### src/rtl/sub_share_arbiter.sv
// Round-robin shared subtract/SLT unit: accept one request, execute, hold the response.
// Optional build macro SLT_OVF_FIX_EN selects a true signed SLT instead of the raw sign bit.
module sub_share_arbiter #(
  parameter int NREQ = 4,
  parameter int IDW  = 2
) (
  input  logic              clk,
  input  logic              rst_n,
  input  logic [NREQ-1:0]   req_valid,
  output logic [NREQ-1:0]   req_ready,
  input  logic [NREQ-1:0]   req_op,
  input  logic [32*NREQ-1:0] req_a,
  input  logic [32*NREQ-1:0] req_b,
  output logic              rsp_valid,
  input  logic              rsp_ready,
  output logic [IDW-1:0]    rsp_id,
  output logic [31:0]       rsp_data,
  output logic              rsp_z,
  output logic              rsp_o,
  output logic              rsp_c,
  output logic              rsp_n,
  output logic              busy
);

  typedef enum logic [1:0] {IDLE, EXEC, RESP} state_t;

  state_t         state, state_next;
  logic [IDW-1:0] ptr, ptr_next;
  logic [IDW-1:0] grant_idx;
  logic           grant_found;
  logic           accept;
  logic           op_lat;
  logic [31:0]    a_lat, b_lat;

  logic [32:0]    sum;
  logic [31:0]    diff;
  logic           carry, ovf, lt;

  // Search starts at ptr and wraps, so the most recently served requester goes last.
  always_comb begin
    int idx;
    idx         = 0;
    grant_found = 1'b0;
    grant_idx   = '0;
    for (int k = 0; k < NREQ; k++) begin
      idx = int'(ptr) + k;
      if (idx >= NREQ) idx = idx - NREQ;
      if (!grant_found && req_valid[idx]) begin
        grant_found = 1'b1;
        grant_idx   = IDW'(idx);
      end
    end
  end

  assign accept = rst_n && (state == IDLE) && grant_found;

  genvar gi;
  generate
    for (gi = 0; gi < NREQ; gi++) begin : g_ready
      assign req_ready[gi] = accept && (grant_idx == IDW'(gi));
    end
  endgenerate

  always_comb begin
    state_next = state;
    ptr_next   = ptr;
    case (state)
      IDLE: begin
        if (accept) begin
          state_next = EXEC;
          ptr_next   = (grant_idx == IDW'(NREQ - 1)) ? '0 : grant_idx + 1'b1;
        end
      end
      EXEC: state_next = RESP;
      RESP: if (rsp_ready) state_next = IDLE;
      default: state_next = IDLE;
    endcase
  end

  // Single shared subtractor: A + ~B + 1, carry-out means no borrow.
  assign sum   = {1'b0, a_lat} + {1'b0, ~b_lat} + 33'd1;
  assign diff  = sum[31:0];
  assign carry = sum[32];
  assign ovf   = (a_lat[31] != b_lat[31]) && (diff[31] != a_lat[31]);
`ifdef SLT_OVF_FIX_EN
  assign lt    = diff[31] ^ ovf;
`else
  assign lt    = diff[31];
`endif

  always_ff @(posedge clk) begin
    if (!rst_n) begin
      state     <= IDLE;
      ptr       <= '0;
      op_lat    <= 1'b0;
      a_lat     <= '0;
      b_lat     <= '0;
      rsp_id    <= '0;
      rsp_data  <= '0;
      rsp_z     <= 1'b0;
      rsp_o     <= 1'b0;
      rsp_c     <= 1'b0;
      rsp_n     <= 1'b0;
      rsp_valid <= 1'b0;
    end else begin
      state     <= state_next;
      ptr       <= ptr_next;
      rsp_valid <= (state_next == RESP);
      if (accept) begin
        op_lat <= req_op[grant_idx];
        a_lat  <= req_a[32*grant_idx +: 32];
        b_lat  <= req_b[32*grant_idx +: 32];
        rsp_id <= grant_idx;
      end
      if (state == EXEC) begin
        rsp_data <= op_lat ? {31'b0, lt} : diff;
        rsp_z    <= (diff == 32'd0);
        rsp_o    <= ovf;
        rsp_c    <= carry;
        rsp_n    <= diff[31];
      end
    end
  end

  assign busy = (state != IDLE);

endmodule

### config.mk
export PLATFORM = sky130hd
export DESIGN_NAME = sub_share_arbiter
export DESIGN_NICKNAME = d
export VERILOG_FILES = /design/src/rtl/sub_share_arbiter.sv
export SDC_FILE = /design/constraint.sdc
export NUM_CORES = 1
export LEC_CHECK = 0
export ABC_AREA = 1
export CAP_MARGIN = 10
export CORE_MARGIN = 1.5
export CORE_UTILIZATION = 47
export DETAILED_ROUTE_END_ITERATION = 6
export PLACE_DENSITY = 0.82
export SLEW_MARGIN = 20
export SYNTH_ARGS = -nofsm -noshare
export SYNTH_HDL_FRONTEND = slang
export SYNTH_SLANG_ARGS = --single-unit
### constraint.sdc
create_clock -name clk -period 3 [get_ports clk]
set_input_delay 0.6 -clock clk [delete_from_list [all_inputs] [get_ports clk]]
set_output_delay 0.6 -clock clk [all_outputs]
set_load 0.005 [all_outputs]
# Word level (Yosys, flattened, before mapping)
# Index checks and enable logic that the tools add are counted.
# W data, S select, Z words.
# word_totals
ff_bits	108
latchBits	0
ram_bits	0
rom_bits	0
in_bits	267
out_inout_bits	44
elab_cells	91
mem_count	0
# classes
add_sub_neg	10
multipliers	0
div_mod_pow	0
order_cmp	9
n_eq_ne	8
n_shift	2
muxes	31
bitwise	1
reduce_logical	18
# op_table
op	count
$shiftx A128 B8 Y32	2
$mux W32	5
$lt A32 B4 Y1 const B	4
$add A32 B32 Y33	1
$add A33 B1 Y33 const B	1
$logic_not A32 Y1	1
$not A32 Y32	1
$mux W2	7
$mux W1	13
$sub A3 B3 Y4 const B	3
$bmux W1 S2	5
$logic_and A1 B1 Y1	10
$ge A3 B3 Y1 const B	3
$eq A2 B2 Y1 const B	4
$add A2 B2 Y3 const B	2
$pmux W2 S3	1
$eq A2 B1 Y1 const B	2
$logic_not A2 Y1	2
$sub A2 B3 Y4 const B	1
$add A2 B1 Y3 const B	1
$ge A2 B3 Y1 const B	1
$logic_not A1 Y1	3
$lt A2 B3 Y1 const B	1
$add A2 B1 Y2 const B	1
3 further kinds	4

# Longest topological paths before layout
# Gate-level depths: netlist (run 1).
# depth
ltp_word	19
mapped_depth	19
mapped_depth_nobuf	18

# Least setup slack after synthesis (run 1)
# No wires, ideal clock.
# synth_path
path_kind	input -> output
start	input req_valid[1]
end	output req_ready[3]
t_arrival_ps	2105
t_required_ps	2400
setup_slack_ps	295
path_stages	14
n_path_buf	2
path_cell_list	o21ai_0 inv_1 nand2_1 nand2_1 nor2_2 nand2_2 nand3_1 nand3_2 inv_2 buf_4 buf_2 ha_1 inv_1 nor2_1
# synth_via
elab_chain_cells	15
# synth_rtl
element	line_no	source
from (decl)	9	input logic [NREQ-1:0] req_valid,
$bmux W1 S2	48	if (!grant_found && req_valid[idx]) begin
$mux W1 (implied by the code) (2 in a row)	48	
$mux W1	48	
$logic_not A1 Y1	48	
$logic_and A1 B1 Y1	48	
$mux W1	48	
$logic_not A1 Y1	48	
$logic_and A1 B1 Y1	48	
$mux W1	48	
$logic_not A1 Y1	48	
$logic_and A1 B1 Y1	48	
$mux W2 (*)	48	
named net grant_idx[0]	29	logic [IDW-1:0] grant_idx;
$eq A2 B2 Y1 (*)	60	assign req_ready[gi] = accept && (grant_idx == IDW'(gi));
$logic_and A1 B1 Y1 (*)	60	
to (decl)	10	output logic [NREQ-1:0] req_ready,
# The timed path passes the listed nets; every way through them passes the cells marked *. The select of a mux whose other input is x is not followed.

# Worst setup path after layout (run 1)
# layout_path
start	register ptr[0]
end	output req_ready[1]
# layout_via
elab_chain_cells	17
# layout_rtl
element	line_no	source
from (decl)	28	logic [IDW-1:0] ptr, ptr_next;
from (signal assigned)	107	ptr <= ptr_next;
parallel branches: the longest is 16 deep, another holds $sub A3 B3 Y4	-	
$logic_and A1 B1 Y1 (*)	60	
# Every way passes the cells marked *. The select of a mux whose other input is x is not followed.

==> results by group, run 1 <==
Status
  • Status: completed

Worst hold path
  • Hold crit path type: reg2reg
  • Min-delay src: rsp_data[12]
  • Worst hold path depth: 2

Clocking
  • Root Driver: clkbuf_16
  • CTS Hold Bufs: 0
  • Number of CTS-inserted buffers: 9
  • Worst skew pair latency: 0.36 ns
  • H-Tree Depth: 3
  • Worst-path clk slew: 0.07 ns
  • CTS sink count: 108
  • CTS tree: done
  • Maximum root-to-sink buffer count: 2

Floorplan
  • Die Area: 0.01966 sq mm
  • Num ports: 311
  • Core ar.: 0.01821 sq mm
  • Starting Density: between 40% and 50%
  • Row cnt: 49
  • Die X: 140.2 um
  • Die Span Y: 140.2 um

Synth
  • Asr flop ratio synth: 0%
  • Warnings, synthesis: 0
  • Avg Inst Size Synth: 5.586 sq um
  • Synth Cell Area: 0.008848 sq mm
  • Post-synth top flop: dfxtp_1
  • Synth Area in Simple Gates: between 40% and 50%
  • Yosys cell types: 38
  • Synth Area in Compound Gates: about an eighth
  • Synth top cells by count: nand2_1 (645), inv_1 (201), nand3_1 (111)
  • Synth top area cells: nand2_1 (27%), dfxtp_1 (24%), inv_1 (8.5%)
  • Synth Instances: between 1,500 and 2,000
  • Sequential area share after synthesis: 24.43%
  • Number of synthesized flops with an enable pin: 0
  • Post-Synth XOR/XNOR Area: less than 1%
  • Synth Area in Adders: 5.458%
  • Combinational family with the most area after synthesis: simple AND/OR/NAND/NOR gates
  • Register bit total from synthesis: 108
  • Most frequent cell after synthesis: nand2_1
  • Post-synth net total: 1,889
  • Mux cell area share after synthesis: 0.1131%
  • Area leader, netlist: nand2_1
  • Top cell type's share of synthesized area: between 20% and 30%

Global routing
  • GR Util met1: 43.52%
  • Top Usage Layer GRT: met2
  • Vias in the first global route: 10,500
  • Overflow after GRT: 0
  • Pin count of the biggest net entering global routing: 75
  • Met3 usage: 4.444%
  • First-pass GRT wire length: about 53,000 um
  • GRT Total Usage: 34.61%
  • Antenna violations before repair: 6
  • Met2 Track Usage GR: between 60% and 70%

Worst setup path
  • Critical Path Start Type: flip-flop
  • Crit-path slowest cell: dfxtp_4
  • Critical path startpoint: ptr[0]
  • Crit-path cells: inv_1 > nand2_1 > o21ai_2 > nand2_1 > nand2_2 > nor2_4 > nand2_4 > o211ai_2 > nand2_2 > buf_6 > ha_1 > inv_1 > nor2_2 > buf_2
  • Crit path buf inv count: 4
  • Arrival time worst endpoint: 2.28 ns
  • Slowest stage delay, CP: 0.46 ns
  • Critical Path RT: 2.40 ns
  • Critical path fanouts, max: 10
  • Worst r2r src: ptr[0]
  • CP endpoint kind: output port
  • Worst Reg2Reg Path Length in Cells: 20
  • Family with the most delay on the worst path: simple AND/OR/NAND/NOR gates
  • Kind of critical path: reg2out
  • CP Depth: 14

Layout
  • Multi-input gate area: 0.005625 sq mm
  • Fillers: ~1,700
  • # nets final: 2,194
  • Final Cell Area: 0.01272 sq mm
  • P&R area growth vs syn: 43.78%
  • Post-layout util: a little over two thirds
  • Register Area: 0.002167 sq mm
  • Share of cells above drive strength 1: about 6.4%

Power
  • Leakage power: 6.258 nW
  • Sw Pwr: 7.636 mW
  • Cell-internal power: 6.503 mW
  • Sequential share of power: 16.4%
  • Switching share of total power: about 54%
  • Clock power share: under 10%
  • Peak supply drop: 0.6882 mV
  • Pwr Density: about 1100 mW/mm^2
  • Logic pwr share: roughly 75%

Detailed routing
  • Remaining DRCs: 0
  • Total Wirelength: 34,250 um
  • Routed wire length per instance: 16.09 um
  • Pre-Repair DR Iteration Count: 5
  • Via/cell ratio: 5.150
  • Antenna Violating Nets Remaining: 0
  • Via count: roughly 11,000
  • DRT iter0 DRCs: 816

STA
  • Rel. slew slack: 54.86%
  • Final hold vios: 0
  • Slew Viols, Final: 0
  • Period utilization: 95.98%
  • Worst hold margin: 0.4635 ns
  • Fmax achieved: 347.3 MHz
  • Setup-failing EPs final: 0
  • Worst Tran Pin Value: 0.6770 ns
  • Crit path time final: 2.879 ns
  • Clock Skew: 0.01466 ns

Placed design
  • Dpl cell area: 0.01226 sq mm
  • Quantity of I/O buffers inserted on ports: 310
  • Gp weighted congestion: 0.9926
  • HPWL after DPL: 28,180 um

Run
  • Max_cap viols: 0
==> layout make-up <==
class / count / share of cell area, %
Multi-Input combinational cell: 1197 / 44.22
Timing Repair Buffer: 366 / 28.00
Sequential cell: 108 / 17.03
Inverter: 207 / 6.107
Tap cell: 229 / 2.252
Clock buffer: 11 / 1.908
Clock inverter: 5 / 0.3639
Antenna cell: 6 / 0.1180
==> cells by family (layout without fill, tap and decap cells) <==
| logic type | after synthesis | count (layout) |
|---|---|---|
| other | 0 | 6 |
| AOI/OAI and AO/OA | 212 | 212 |
| muxes | 1 | 1 |
| buffers and inverters | 279 | 589 |
| adders and majority gates | 38 | 38 |
| and+or+nand+nor | 937 | 937 |
| DFF | 108 | 108 |
| xor gates and xnor gates | 9 | 9 |
==> worst reg2reg max path, cell delays in order (launching register included) <==
cell and delay [ns]:
dfxtp_4 0.46, inv_1 0.12, nand2_1 0.09, o21ai_2 0.06
nand2_1 0.10, nand2_2 0.08, nor2_4 0.14, nand2_4 0.08
inv_2 0.07, nand3_2 0.08, nand2_2 0.11, inv_2 0.05
buf_4 0.13, buf_4 0.12, buf_4 0.12, buf_4 0.12
buf_4 0.17, nand2_1 0.10, buf_4 0.25, o21ai_0 0.15
a21oi_1 0.16
==> worst paths after layout <==
kind	end	slack [ns]
min	rsp_data[12]	0.46
max reg2reg	b_lat[20]	0.17
max	req_ready[1]	0.12
min reg2reg	rsp_data[12]	0.46
==> power groups by stage <==
stage / clock network [mW] / registers, mW / logic, mW
after floorplan: 0 / 2.25 / 6.99
after CTS: 1.17 / 2.31 / 10.4
after detailed placement: 0 / 2.33 / 10.2
after global routing: 1.22 / 2.38 / 11.9
final: 1.17 / 2.32 / 10.7
after global placement: 0 / 2.31 / 10.1
==> flip-flops by register name, indices dropped and copies added (netlist names) <==
name	flops
rsp_o	1
b_lat	32
rsp_n	1
rsp_z	1
ptr	2
rsp_id	2
rsp_data	32
rsp_c	1
a_lat	32
rsp_valid	1
state	2
op_lat	1
==> layer usage <==
layer,part of all wire (%),up-vias
met2,48,430
li1,-,5553
met4,3.4,0
met3,5.9,67
met5,0,-
met1,43,4914
==> metrics by stage <==
step	setup slack, ns	cells	setup TNS, ns	total power, mW
final	0.1206	2129	0	14.14
after global routing	-0.03481	2129	-0.08271	15.47
after CTS	0.004573	2119	0	13.89
after detailed placement	-0.5489	2095	-17.24	12.58
after global placement	-0.5056	2095	-13.56	12.42
after floorplan	0.2946	1584	0	9.241
==> cell usage in the layout, fill, tap and decap left out, types with 3 or more instances in the layout <==
cell type,Yosys,layout
buf_12,0,4
nand3b_1,5,5
diode_2,0,6
buf_4,7,49
nand2_1,645,642
dfxtp_1,108,106
o211ai_1,14,14
xor2_1,3,3
o21ai_0,92,88
clkdlybuf4s50_1,0,301
o21ai_2,0,4
ha_1,37,37
a21oi_1,86,84
nor3_1,3,3
inv_1,201,198
o21ai_1,11,11
inv_2,6,9
or2_2,13,13
xnor2_1,5,5
o31ai_1,5,5
buf_6,5,3
clkinv_4,0,4
clkbuf_16,0,9
or2_0,19,19
nor2_1,110,108
nand2_2,4,6
nand4_1,20,20
buf_2,25,5
nand3_1,111,109
==> what timing repair did <==
| action | CTS | global route |
|---|---|---|
| endpoints found under the hold margin | 0 | 0 |
| setup endpoints to repair | 4 | 43 |
| setup buffers | 8 | 4 |
| pin swaps | 6 | 7 |
| resized for setup | 35 | 13 |
Power figures use the tool's default switching activity.
==> run 2: changes to the inputs <==
Settings changed: RECOVER_POWER set to 25.
==> run 2 against run 1 <==
- via count barely moved
- maximum frequency about the same
- sequential power hardly changed
- critical path depth unchanged
- largest cell class unchanged
- flip-flop and latch count unchanged
- routed wire length up 0.44%
- clock power about the same
- highest routed layer unchanged
- clock skew hardly changed
- final area is essentially flat
- global-route usage unchanged
==> results by group, run 2 (same netlist as run 1, synthesis figures left out) <==
Layout
  • Commonest non-fill, non-tap cell in the layout: nand2_1
  • Biggest registers after layout: a_lat (32), b_lat (32), rsp_data (32)
  • Share of cells above drive strength 1: around 6.4%
  • Post-layout util: between 60% and 70%
  • # nets final: 2,194
  • Most frequent cells in the layout: nand2_1 (642), clkdlybuf4s50_1 (266), inv_1 (198)
  • P&R area growth vs syn: 43.81%

Power
  • Pwr Density: 1106 mW/mm^2
  • Logic pwr share: 75.3%
  • Cell-internal power: 6.446 mW
  • Clock power share: between 8 and 9%
  • Sequential share of power: 16.4%
  • Peak supply drop: 0.6913 mV
  • Leakage power: 6.365 nW
  • Switching share of total power: 54.22%
  • Sw Pwr: 7.634 mW

Clocking
  • Worst-path clk slew: 0.07 ns
  • Maximum root-to-sink buffer count: 2
  • CTS tree: done
  • Root Driver: clkbuf_16
  • CTS sink count: between 100 and 150
  • Number of CTS-inserted buffers: 9
  • Worst skew pair latency: 0.36 ns
  • H-Tree Depth: 3
  • CTS Hold Bufs: 0

Status
  • Status: completed

Global routing
  • Overflow after GRT: 0
  • Antenna violations before repair: 6
  • Pin count of the biggest net entering global routing: 75
  • First-pass GRT wire length: 53,360 um
  • Vias in the first global route: 10,500
  • GRT Total Usage: 34.61%

Floorplan
  • Core ar.: 0.01821 sq mm
  • Row cnt: approximately 50
  • Starting Density: between 40 and 50%
  • Die Span Y: roughly 140 um
  • Num ports: about 310
  • Die Area: 0.01966 sq mm
  • Die X: 140.2 um

Detailed routing
  • Routed wire length per instance: 16.15 um
  • Pre-Repair DR Iteration Count: 6
  • DRT iter0 DRCs: 831
  • Remaining DRCs: 0
  • Via count: approximately 11,000
  • Total Wirelength: between 30,000 and 40,000 um
  • Antenna Violating Nets Remaining: 0
  • Via/cell ratio: approximately 5.1

Worst setup path
  • CP endpoint kind: output port
  • Worst Reg2Reg Path Length in Cells: 20
  • Critical Path RT: approximately 2.4 ns
  • R2R Setup Slk: 0.16 ns
  • Critical Path Start Type: flip-flop
  • Critical path fanouts, max: 10
  • R2r endpoint: b_lat[20]
  • Kind of critical path: reg2out
  • Worst r2r src: ptr[0]
  • Critical Path End: req_ready[1]
  • Arrival time worst endpoint: 2.28 ns
  • Critical path startpoint: ptr[0]

STA
  • Fmax achieved: 347.3 MHz
  • Period utilization: 95.97%
  • Rel. slew slack: 54.20%
  • Slew Viols, Final: 0
  • Crit path time final: 2.879 ns
  • Clock Skew: 0.01513 ns
  • Worst hold margin: around 0.46 ns
  • Worst Tran Pin Value: 0.6869 ns
  • Setup-failing EPs final: 0
  • Setup_tns: 0 ns
  • Final hold vios: 0

Placed design
  • HPWL after DPL: 28,180 um
  • Gp weighted congestion: 0.9926
  • Quantity of I/O buffers inserted on ports: 310

Run
  • Max_cap viols: 0

Worst hold path
  • Hold crit path type: reg2reg
  • Min-delay src: rsp_data[12]
run 2: cell types whose count changed in the layout (fill, tap and decap cells not counted):
cell | before | now
clkdlybuf4s50_1 | 301 | 266
clkinv_1 | 0 | 1
inv_2 | 9 | 8
diode_2 | 6 | 7
dlygate4sd3_1 | 0 | 35
run 2: how the worst min path moves through the flow:
stage	slack, ns	depth (start not counted)	end
after floorplan	0.45	2	b_lat[18]
after global placement	0.45	2	rsp_data[17]
after detailed placement	0.46	2	rsp_data[12]
after CTS	0.47	2	rsp_data[12]
after global routing	0.49	2	rsp_o
final	0.46	2	rsp_data[12]
run 2: layer usage:
metal / global-route usage [%] / up-vias / part of all wire (%)
met5: 0 / - / 0
met4: 12.35 / 0 / 3.2
met3: 4.444 / 66 / 5.6
met2: 60.68 / 425 / 48
met1: 43.52 / 4926 / 43
li1: - / 5551 / -
run 2: what timing repair did:
action                     in CTS  in global routing
setup endpoints to repair       4                 43
gates resized for setup        35                 13
buffers inserted                8                  4
pin swaps                       6                  7
run 2: cell type report:
class	instances	area, sq um
multi-input cells	1197	5625
clock inverters	5	46.29
flip-flops and latches	108	2167
fillers	1656	5484
repair buffers	366	3562
inverters	207	777.0
clock buffers	11	242.7
well taps	229	286.5
diodes	7	17.52
run 2: power by group through the flow:
stage | Combinational (mW) | Sequential [mW] | Clock, mW
CTS | 10.4 | 2.31 | 1.17
finish | 10.6 | 2.31 | 1.17
detailed placement | 10.2 | 2.33 | 0
floorplan | 6.99 | 2.25 | 0
global placement | 10.1 | 2.31 | 0
global route | 11.8 | 2.37 | 1.22
run 2: per-stage QoR:
step / setup WS, ns / std cells / instance area (sq um) / total power, mW
after floorplan: 0.2946 / 1584 / 8848 / 9.241
after global placement: -0.5056 / 2095 / 12260 / 12.42
after detailed placement: -0.5489 / 2095 / 12260 / 12.58
after CTS: 0.004573 / 2119 / 12630 / 13.89
after global routing: -0.03481 / 2129 / 12720 / 15.41
final: 0.1209 / 2130 / 12720 / 14.08
run 2: worst max-delay path, stage by stage, from the launching register on:
cell and delay, ns:
dfxtp_4 0.46, inv_1 0.11, nand2_1 0.09, o21ai_2 0.06, nand2_1 0.10, nand2_2 0.08
nor2_4 0.14, nand2_4 0.08, o211ai_2 0.17, nand2_2 0.10, buf_6 0.13, ha_1 0.16
inv_1 0.06, nor2_2 0.04, buf_2 0.12
==> run 3: changes to the inputs <==
Settings changed: CTS_CLUSTER_SIZE set to 24.
==> results of run 3 <==
No change in the layout: final DEF, timing and power equal those of run 2.
